`src/rtl/aes_resp_misr.sv`:
```
// rtl/aes_resp_misr.sv - AES-128 response MISR: skips pipeline fill, absorbs N ciphertexts, compares signature.
// Optional AES_RESP_CAPTURE_EN adds o_first_data/o_last_data capture registers.
module aes_resp_misr #(
    parameter int           NUM_BITS = 128,
    parameter int           LATENCY  = 21,
    parameter int           CNT_W    = 32,
    parameter logic [127:0] SEED     = 128'h0
) (
    input  logic                clk,
    input  logic                rst,
    input  logic                i_start,
    input  logic [CNT_W-1:0]    i_num_tests,
    input  logic                i_enable,
    input  logic [NUM_BITS-1:0] i_data,
    input  logic [NUM_BITS-1:0] i_expected_sig,
    output logic                o_busy,
    output logic                o_done,
    output logic                o_match,
    output logic [NUM_BITS-1:0] o_signature,
`ifdef AES_RESP_CAPTURE_EN
    output logic [NUM_BITS-1:0] o_first_data,
    output logic [NUM_BITS-1:0] o_last_data,
`endif
    output logic [CNT_W-1:0]    o_count
);

    localparam int LAT_W = $clog2(LATENCY + 1);
    localparam int LAT_LAST = (LATENCY >= 2) ? LATENCY - 1 : 1;

    typedef enum logic [1:0] {IDLE, FILL, CAPTURE, DONE} state_t;

    state_t             state;
    logic [CNT_W-1:0]   num_q;
    logic [LAT_W-1:0]   lat_cnt;
    logic [LAT_W-1:0]   lat_nxt;
    logic [CNT_W-1:0]   cnt_nxt;
    logic               fb;

    assign lat_nxt = lat_cnt + LAT_W'(1);
    assign cnt_nxt = o_count + CNT_W'(1);
    assign fb      = o_signature[127] ^ o_signature[125] ^ o_signature[100] ^ o_signature[98];
    assign o_match = o_done && (o_signature == i_expected_sig);

    always_ff @(posedge clk) begin
        if (rst) begin
            state       <= IDLE;
            num_q       <= '0;
            lat_cnt     <= '0;
            o_busy      <= 1'b0;
            o_done      <= 1'b0;
            o_signature <= '0;
            o_count     <= '0;
`ifdef AES_RESP_CAPTURE_EN
            o_first_data <= '0;
            o_last_data  <= '0;
`endif
        end else begin
            case (state)
                IDLE, DONE: begin
                    if (i_start) begin
                        num_q       <= i_num_tests;
                        o_signature <= SEED;
                        o_count     <= '0;
                        lat_cnt     <= '0;
`ifdef AES_RESP_CAPTURE_EN
                        o_first_data <= '0;
                        o_last_data  <= '0;
`endif
                        if (i_num_tests == '0) begin
                            state  <= DONE;
                            o_busy <= 1'b0;
                            o_done <= 1'b1;
                        end else begin
                            // A one-cycle pipeline has no fill phase at all.
                            state  <= (LATENCY <= 1) ? CAPTURE : FILL;
                            o_busy <= 1'b1;
                            o_done <= 1'b0;
                        end
                    end
                end
                FILL: begin
                    // Leaving when the count reaches LATENCY-1 makes the next
                    // enabled cycle the LATENCY-th one after start.
                    if (i_enable) begin
                        lat_cnt <= lat_nxt;
                        if (lat_nxt == LAT_W'(LAT_LAST)) state <= CAPTURE;
                    end
                end
                CAPTURE: begin
                    if (i_enable) begin
                        o_signature <= {o_signature[126:0], fb} ^ i_data;
                        o_count     <= cnt_nxt;
`ifdef AES_RESP_CAPTURE_EN
                        if (o_count == '0) o_first_data <= i_data;
                        o_last_data <= i_data;
`endif
                        if (cnt_nxt == num_q) begin
                            state  <= DONE;
                            o_busy <= 1'b0;
                            o_done <= 1'b1;
                        end
                    end
                end
                default: state <= IDLE;
            endcase
        end
    end

endmodule

```
`config.mk`:
```
export PLATFORM = sky130hd
export DESIGN_NAME = aes_resp_misr
export DESIGN_NICKNAME = d
export VERILOG_FILES = /design/src/rtl/aes_resp_misr.sv
export SDC_FILE = /design/constraint.sdc
export NUM_CORES = 1
export LEC_CHECK = 0
export BUFFER_PORTS_ARGS = -buffer_cell sky130_fd_sc_hd__buf_2
export CAP_MARGIN = 25
export CELL_PAD_IN_SITES_DETAIL_PLACEMENT = 1
export CELL_PAD_IN_SITES_GLOBAL_PLACEMENT = 1
export CORE_MARGIN = 3
export CORE_UTILIZATION = 38
export CTS_CLUSTER_DIAMETER = 60
export DETAILED_ROUTE_END_ITERATION = 10
export PLACE_DENSITY = 0.93
export SYNTH_ARGS = -nofsm -noshare
export SYNTH_HDL_FRONTEND = slang
export SYNTH_SLANG_ARGS = --single-unit
```
`constraint.sdc`:
```
create_clock -name clk -period 8 [get_ports clk]
set_clock_uncertainty 0.1 [all_clocks]
set_input_delay 0.8 -clock clk [delete_from_list [all_inputs] [get_ports clk]]
set_output_delay 0.8 -clock clk [all_outputs]
set_load 0.005 [all_outputs]
```
==> results.json, run 1 <==
{
  "grt.total_usage_pct": 33.7,
  "synthToLayoutAreaGrowth_pct": 30.6,
  "r2r_setup_slack_ps": 4030,
  "synth_warnings": 0,
  "crit_path_cell_trace": "xor2_1 > nor4_1 > nand4_1 > nor3_1 > nand4_1 > or4_1 > nor4_1 > buf_2",
  "avgSynthCellArea_sq_um": 8.12,
  "r2r_start": "o_count[4]$_SDFFE_PP0P_",
  "ys_types": 61,
  "timing.hold.ws_ps": 369,
  "synth_seq_cells": 201,
  "worstSetupPathType": "reg -> out",
  "dieWidth_um": 178,
  "io_pins": 455,
  "clkLatencyLatePin_ps": 530,
  "fin_setup_tns_ps": 0,
  "hold_path_startpoint": "num_q[21]$_SDFFE_PP0P_",
  "cp.arrival_ps": 3720,
  "cts_buffer_depth": 3,
  "tightest_slew_ps": 1090,
  "ant_nets": 0,
  "start_util_pct": 38.8,
  "clockRootBuffer": "clkbuf_16",
  "leakagePower_nw": 6.66,
  "layout-drive-gt1-share_pct": 28.7,
  "rr_endpoint": "state[1]$_SDFFE_PP0P_",
  "vias": 13006,
  "holdPathStages": 2,
  "synth_fp_nets": 1675,
  "gp_congestion": 0.969,
  "start_kind": "flop",
  "hold_path.class": "reg -> reg",
  "critPathMaxFanout": 4,
  "routed_wl_um": 56900,
  "clk_pin_slew_ps": 60,
  "cts.sinks": 201,
  "grt_pass1_wl_um": 80900,
  "dp_hpwl_um": 43500,
  "design.core.area_sq_um": 28900,
  "max_cap_viol_count": 0,
  "htree_num_levels": 1,
  "wl_per_cell_um": 25.9,
  "overflow": 0,
  "cts_buffers": 26,
  "cts_setup_buffers": 0,
  "period_share_pct": 57.7,
  "power.density_nw_per_um2": 243,
  "rsz0062_at_grt": "no",
  "layout_commonest_cell": "buf_2",
  "grt_max_degree": 126,
  "dp.cells": 2136,
  "n_fill_cell": 3619,
  "viasPerCell": 5.92,
  "ff2ff_path_depth": 8,
  "io_buffers": 454,
  "slowest_delay_ps": 810,
  "grt_pass1_vias": 12910,
  "drtIter0Drc": 1261,
  "die_y_um": 178,
  "syn_area_sq_um": 11200,
  "seq_area_frac_synth_pct": 36.0,
  "synthCells": 1378,
  "finalPower_mw": 3.56,
  "rows": 62,
  "fin_cells": 2198,
  "nets": 2078,
  "mostFrequentLayoutCells": "buf_2 (453), dfxtp_1 (201), nor2_1 (191), xor2_1 (183), a22oi_1 (136)",
  "antenna_found_initial": 14,
  "cts_tree": "done",
  "fmax_mhz": 217,
  "ctsResizeCount": 0,
  "holdPathEnd": "num_q[21]$_SDFFE_PP0P_",
  "slew_viol_final": 0,
  "drc_errors": 0,
  "die_area_sq_um": 31500,
  "timing.slew.headroom_pct": 27.1,
  "required_ps": 7100,
  "fin_area_sq_um": 14600,
  "cts.hold.buffers_added": 0,
  "synth_edf_count": 0,
  "post-route-min-period_ps": 4620,
  "cp-end-kind": "output port",
  "synthArstFlopShare_pct": 0,
  "cp_slowest_cell": "nor4_1",
  "outcome": "finished, final reports clean",
  "dr.pass1.iters": 6,
  "setup_viol_count_final": 0,
  "finalHoldViolCount": 0,
  "synth_flop_cell": "dfxtp_1",
  "irDropWorstVdd_mv": 0.251,
  "postPlaceCellArea_sq_um": 13700
}
[worst max-delay path: cells and delay by family, from the launching register on]
| family | cells | cell delay, ps |
|---|---|---|
| XOR/XNOR | 1 | 170 |
| buffers and inverters | 1 | 230 |
| flip-flops | 1 | 490 |
| AND/OR/NAND/NOR | 6 | 2310 |
[Yosys cell counts, types with 3 or more instances]
master     number  area share, %
dfxtp_1       201             36
nor2_1        192            6.4
xor2_1        183             14
a22oi_1       136            9.1
nand2_1       102            3.4
clkbuf_1       80            2.7
inv_1          71            2.4
a21oi_1        66            3.0
xnor2_1        60            4.7
nor4_1         33            1.8
nand4_1        28            1.6
nand3_1        27            1.2
o21ai_0        26            1.2
nor3_1         19           0.85
o22ai_1        19            1.1
a221oi_1       16            1.3
o2bb2ai_1      15            1.2
a311oi_1       10           0.78
and3_1          7           0.39
a31oi_1         5           0.28
buf_2           5           0.22
ha_1            5           0.56
nor2b_1         4           0.22
o2111ai_1       4           0.31
or3_1           4           0.22
a211oi_1        3           0.20
a21o_1          3           0.20
a41oi_1         3           0.23
and4_1          3           0.23
mux2i_1         3           0.27
nand3b_1        3           0.20
nand4b_1        3           0.23
[worst max-delay path by stage]
stage	endpoint	startpoint	slack [ps]
2_1_floorplan	o_match	i_expected_sig[55]	4710
3_3_place_gp	o_match	i_expected_sig[81]	3710
3_5_place_dp	o_match	i_expected_sig[81]	3600
4_1_cts	o_match	o_signature[81]$_SDFFE_PP0P_	3520
5_1_grt	o_match	o_signature[81]$_SDFFE_PP0P_	3380
6_report	o_match	o_signature[81]$_SDFFE_PP0P_	3380
[flip-flops by register name, indices dropped and copies added (netlist names)]
| register | count |
|---|---|
| o_count | 32 |
| state | 2 |
| o_done | 1 |
| o_busy | 1 |
| num_q | 32 |
| o_signature | 128 |
| lat_cnt | 5 |
[through the flow]
stage          worst slack, ps  util (%)
2_1_floorplan             4710         -
6_report                  3380      50.6
3_5_place_dp              3600      47.5
5_1_grt                   3380      50.6
3_3_place_gp              3710      47.3
4_1_cts                   3520      50.4
[metal layers]
metal	vias up	track usage (%)	share of wire, %
met1	6371	42.3	39
met3	175	7.47	9.3
met4	2	14.4	4.9
li1	5677	-	-
met2	781	55.9	47
met5	-	0	0.023
[cell families (layout without fill, tap and decap cells)]
logic type,after synthesis,after routing,share of synthesized area (%)
other,0,16,0
muxes,6,6,0.570
buffers and inverters,157,577,5.32
adders and majority gates,5,5,0.559
xor gates and xnor gates,243,243,19.0
DFF,201,201,36.0
and+or+nand+nor,446,446,18.5
AOI/OAI and AO/OA,320,320,20.0
[layout make-up]
type | count | area [sq um] | share of cell area (%)
inverters | 71 | 267 | 1.82
multi-input cells | 1020 | 6580 | 45.0
clock inverters | 9 | 91.3 | 0.625
repair buffers | 461 | 2380 | 16.3
diodes | 16 | 40.0 | 0.274
clock buffers | 36 | 749 | 5.13
flip-flops and latches | 201 | 4020 | 27.5
well taps | 384 | 480 | 3.29
[power breakdown]
group          internal (mW)  leakage (nW)  switching (mW)
sequential              1.09          1.63           0.125
combinational          0.376          4.63           0.796
clock                  0.687         0.411           0.483
Note: power is estimated with default switching activity, not from simulation.
==> inputs of run 2 (changes only) <==
CORE_UTILIZATION = 35   (was 38)
PLACE_DENSITY = 0.87   (was 0.93)
clock period = 4.8 ns   (was 8 ns; I/O delays follow)
==> run 2 against run 1 <==
  * Utilization is 3.0 points lower
  * Die area is 8.3% higher
  * Cell area is 1.2% higher
  * Largest cell class unchanged
==> results.json, run 2 (synthesized netlist as in run 1, its figures left out) <==
{
  "max_cap_viol_count": 0,
  "rows": 64,
  "synthToLayoutAreaGrowth_pct": 32.1,
  "nets": 2083,
  "n_fill_cell": 3857,
  "final_core_util_pct": 47.6,
  "overflow": 0,
  "multi_input_area_sq_um": 6580,
  "worstSetupPathType": "reg -> out",
  "clockRootBuffer": "clkbuf_16",
  "finalHoldViolCount": 0,
  "layout_commonest_cell": "buf_2",
  "drc_errors": 0,
  "dp_hpwl_um": 43100,
  "hold_path.class": "in -> reg",
  "cp_slowest_cell": "nor4_1",
  "post-route-min-period_ps": 3930,
  "wl_per_cell_um": 24.9,
  "io_pins": 455,
  "regArea_sq_um": 4020,
  "grt_pass1_vias": 12385,
  "drtIter0Drc": 941,
  "ctsResizeCount": 0,
  "routed_wl_um": 55200,
  "outcome": "finished, final reports clean",
  "regMostFlops": "o_signature",
  "die_y_um": 185,
  "viasPerCell": 5.70,
  "dp.cells": 2151,
  "cts_tree": "done",
  "gp_congestion": 0.969,
  "start_util_pct": 36.0,
  "postPlaceCellArea_sq_um": 13800,
  "cts_setup_buffers": 0,
  "cp-end-kind": "output port",
  "design.core.area_sq_um": 31100,
  "slowest_delay_ps": 600,
  "leakagePower_nw": 6.74,
  "grt_max_degree": 122,
  "dr.pass1.iters": 5,
  "setup_viol_count_final": 0,
  "layout-drive-gt1-share_pct": 29.0,
  "clkLatencyLatePin_ps": 560,
  "clk_pin_slew_ps": 60,
  "reg_top3": "o_signature (128), num_q (32), o_count (32)",
  "irDropWorstVdd_mv": 0.395,
  "cts_buffer_depth": 3,
  "slew_viol_final": 0,
  "fin_setup_tns_ps": 0,
  "antenna_found_initial": 12,
  "tightest_slew_ps": 1040,
  "required_ps": 4220,
  "cts.sinks": 201,
  "grt_pass1_wl_um": 77700,
  "mostFrequentLayoutCells": "buf_2 (453), dfxtp_1 (201), nor2_1 (191), xor2_1 (183), a22oi_1 (136)",
  "largest_reg_flops": 128,
  "io_buffers": 454,
  "crit_buf_inv": 1,
  "start_kind": "flop",
  "timing.slew.headroom_pct": 29.9,
  "ant_nets": 0,
  "rsz0062_at_grt": "no",
  "vias": 12632,
  "period_share_pct": 82.0,
  "fin_cells": 2216,
  "critPathMaxFanout": 4,
  "grt.total_usage_pct": 30.0,
  "cts_buffers": 29,
  "cp.arrival_ps": 3350,
  "cp_top_family": "simple AND/OR/NAND/NOR gates",
  "power.density_nw_per_um2": 417,
  "dieWidth_um": 185,
  "fmax_mhz": 254,
  "fin_area_sq_um": 14800,
  "die_area_sq_um": 34200,
  "cts.hold.buffers_added": 0,
  "htree_num_levels": 1,
  "crit_path_cell_trace": "xor2_1 > nor4_1 > nand4_1 > nor3_1 > nand4_1 > or4_1 > nor4_1 > buf_2"
}
## run 2: cell count changes in the layout (fill, tap and decap cells not counted), sizes merged
cell,previous run,this run
clkinvlp,1,2
clkinv,4,6
bufinv,1,4
inv,74,75
clkbuf,36,38
buf,461,463
diode,16,11
## run 2: worst paths after layout
| path | start | endpoint | slack [ps] | cells after the start |
|---|---|---|---|---|
| max | o_signature[122]$_SDFFE_PP0P_ | o_match | 870 | 8 |
| min | i_num_tests[27] | num_q[27]$_SDFFE_PP0P_ | 80 | 3 |
| max reg2reg | o_count[4]$_SDFFE_PP0P_ | state[0]$_SDFFE_PP0P_ | 1170 | 8 |
| min reg2reg | num_q[24]$_SDFFE_PP0P_ | num_q[24]$_SDFFE_PP0P_ | 370 | 2 |
## run 2: area by class of cell
type	count	area share (%)
multi-input combinational	1020	44.5
sequential	201	27.2
timing repair buffer	463	16.2
clock buffer	38	5.27
tap	396	3.35
inverter	71	1.80
clock inverter	16	1.43
antenna	11	0.186
## run 2: stage by stage
stage,hold WS (ps),power (mW),setup WS (ps)
3_5_place_dp,364,3.95,1250
5_1_grt,86.2,6.46,840
4_1_cts,66.4,6.19,974
6_report,84.2,6.17,865
2_1_floorplan,348,3.14,1620
3_3_place_gp,357,3.85,1370
## run 2: tightest hold or removal path, delay by kind of cell
kind                   cells  cell delay, ps
buffers and inverters      1             110
AOI/OAI and AO/OA          1              50
and+or+nand+nor            1              50
## run 2: routing by layer
metal | vias to the layer above | track usage [%] | share of wire, %
met2 | 626 | 49.3 | 47
met1 | 6196 | 38.0 | 41
met4 | 2 | 11.3 | 3.7
li1 | 5683 | - | -
met3 | 125 | 7.34 | 8.3
met5 | - | 0 | 0.022
## run 2: power breakdown
group          switching, mW  internal, mW  leakage [nW]
registers              0.204          1.82          1.63
clock network          0.856          1.37         0.479
logic                   1.30         0.631          4.64
total                   2.36          3.81          6.74
==> inputs of run 3 (changes only) <==
clock period = 3.7 ns   (was 4.8 ns; I/O delays follow)
==> run 3 against run 2 <==
  * Critical path depth is the same
  * First-iteration DRC count grew 23%
  * Setup slack lost 770 ps
  * Sequential power grew 30%
  * Count of clock-buffer cells in the layout shrank 3
  * Cell area grew 3.2%
  * Global-route usage grew 1.6 points
  * Power grew 32%
  * Hold slack lost 66 ps
  * Non-clock buffer count grew 47
  * Flip-flop and latch count is the same
==> results.json, run 3 (synthesized netlist as in run 1, its figures left out) <==
{
  "tightest_slew_ps": 880,
  "clkPwrFrac_pct": 35.0,
  "clockRootBuffer": "clkbuf_16",
  "start_util_pct": 36.0,
  "reg_top3": "o_signature (128), num_q (32), o_count (32)",
  "layout-drive-gt1-share_pct": 29.9,
  "p_sw_mw": 3.16,
  "design.core.area_sq_um": 31100,
  "grt_max_degree": 116,
  "start_kind": "flop",
  "dieWidth_um": 185,
  "gp_congestion": 0.940,
  "finalHoldViolCount": 0,
  "combPwrFrac_pct": 32.8,
  "max_cap_viol_count": 0,
  "setup_viol_count_final": 0,
  "cts_setup_buffers": 0,
  "wl_per_cell_um": 25.4,
  "vias": 12975,
  "drt-met1-wl_um": 23600,
  "required_ps": 3230,
  "cts_buffer_depth": 3,
  "fin_setup_tns_ps": 0,
  "drc_errors": 0,
  "grt.total_usage_pct": 31.5,
  "dr.max_layer_used": "met5",
  "power.density_nw_per_um2": 533,
  "ant_nets": 0,
  "die_area_sq_um": 34200,
  "hold_path.class": "in -> reg",
  "die_y_um": 185,
  "route.met3.wl_um": 4520,
  "largest_reg_flops": 128,
  "nets": 2130,
  "io_pins": 455,
  "drtIter0Drc": 1156,
  "grt_pass1_vias": 13010,
  "clkLatencyLatePin_ps": 550,
  "n_fill_cell": 3829,
  "outcome": "finished, final reports clean",
  "rsz0062_at_grt": "no",
  "worstSetupPathType": "reg -> out",
  "cp-end-kind": "output port",
  "routed_wl_um": 57700,
  "sequentialPowerShare_pct": 32.2,
  "dr_wl_met2_um": 27400,
  "cts_buffers": 29,
  "p_sw_share_pct": 38.9,
  "cts_tree": "done",
  "fmax_mhz": 277,
  "regMostFlops": "o_signature",
  "mostFrequentLayoutCells": "buf_2 (453), dfxtp_1 (200), nor2_1 (191), xor2_1 (183), a22oi_1 (136)",
  "layout_commonest_cell": "buf_2",
  "irDropWorstVdd_mv": 0.491,
  "leakagePower_nw": 6.96,
  "timing.slew.headroom_pct": 41.3,
  "grt_pass1_wl_um": 82100,
  "overflow": 0,
  "slew_viol_final": 0,
  "p_int_mw": 4.97,
  "postPlaceCellArea_sq_um": 13900,
  "period_share_pct": 97.5,
  "synthToLayoutAreaGrowth_pct": 36.3,
  "critPathMaxFanout": 4,
  "antenna_found_initial": 18,
  "dp_hpwl_um": 43400,
  "io_buffers": 454,
  "cp.arrival_ps": 3140,
  "fin_area_sq_um": 15300,
  "final_core_util_pct": 49.1,
  "cts.sinks": 201,
  "dr.pass1.iters": 5,
  "post-route-min-period_ps": 3610,
  "r2r_setup_slack_ps": 200,
  "viasPerCell": 5.72,
  "clk_pin_slew_ps": 60,
  "htree_num_levels": 1,
  "rows": 64
}
==> run 3: power by group through the flow <==
stage          clock [mW]  combinational [mW]  sequential, mW
3_5_place_dp            0                2.56            2.65
2_1_floorplan           0                1.51            2.56
3_3_place_gp            0                2.47            2.64
6_report             2.84                2.67            2.62
5_1_grt              2.96                2.87            2.63
4_1_cts              2.87                2.61            2.61
==> run 3: final timing paths <==
path                            startpoint                      to  cells past startpoint
max          o_signature[122]$_SDFFE_PP0P_                 o_match                      8
min                        i_num_tests[21]  num_q[21]$_SDFFE_PP0P_                      3
max reg2reg        o_count[0]$_SDFFE_PP0P_   state[1]$_SDFFE_PP0P_                      9
min reg2reg         num_q[26]$_SDFFE_PP0P_  num_q[26]$_SDFFE_PP0P_                      2
==> run 3: worst max-delay path, stage by stage (launching register included) <==
cell and delay (ps):
dfxtp_1 430, xor2_1 230, nor4_1 430, nand4_1 260
nor3_2 200, nand4_1 90, or4_1 500, nor4_2 270
buf_2 170
==> run 3: metrics by stage <==
stage	instances	total power, mW	hold WS (ps)	worst slack, ps
after floorplan	1378	4.07	348	522
after global placement	2171	5.10	362	323
after detailed placement	2172	5.21	367	185
after CTS	2250	8.10	2.52	24.4
after global routing	2265	8.46	5.10	15.7
final	2268	8.13	17.7	92.5
==> run 3: routing by layer <==
| metal | vias to the layer above | track usage [%] |
|---|---|---|
| li1 | 5783 | - |
| met1 | 6381 | 40.8 |
| met2 | 672 | 51.8 |
| met3 | 135 | 7.11 |
| met4 | 4 | 11.1 |
| met5 | - | 0 |
==> run 3: cell type report <==
| cell class | count | area, sq um | area share [%] |
|---|---|---|---|
| multi-input combinational | 1020 | 6610 | 43.4 |
| clock buffer | 35 | 778 | 5.10 |
| antenna | 18 | 45.0 | 0.295 |
| sequential | 201 | 4030 | 26.4 |
| clock inverter | 17 | 194 | 1.27 |
| tap | 396 | 495 | 3.25 |
| timing repair buffer | 510 | 2830 | 18.6 |
| inverter | 71 | 267 | 1.75 |
==> run 3: what timing repair did <==
| action | 4_1_cts | 5_1_grt |
|---|---|---|
| hold buffers | 26 | 0 |
| resized for setup | 1 | 6 |
| endpoints found under the setup margin | 1 | 5 |
| pin swaps | 0 | 5 |
| endpoints found under the hold margin | 26 | 0 |
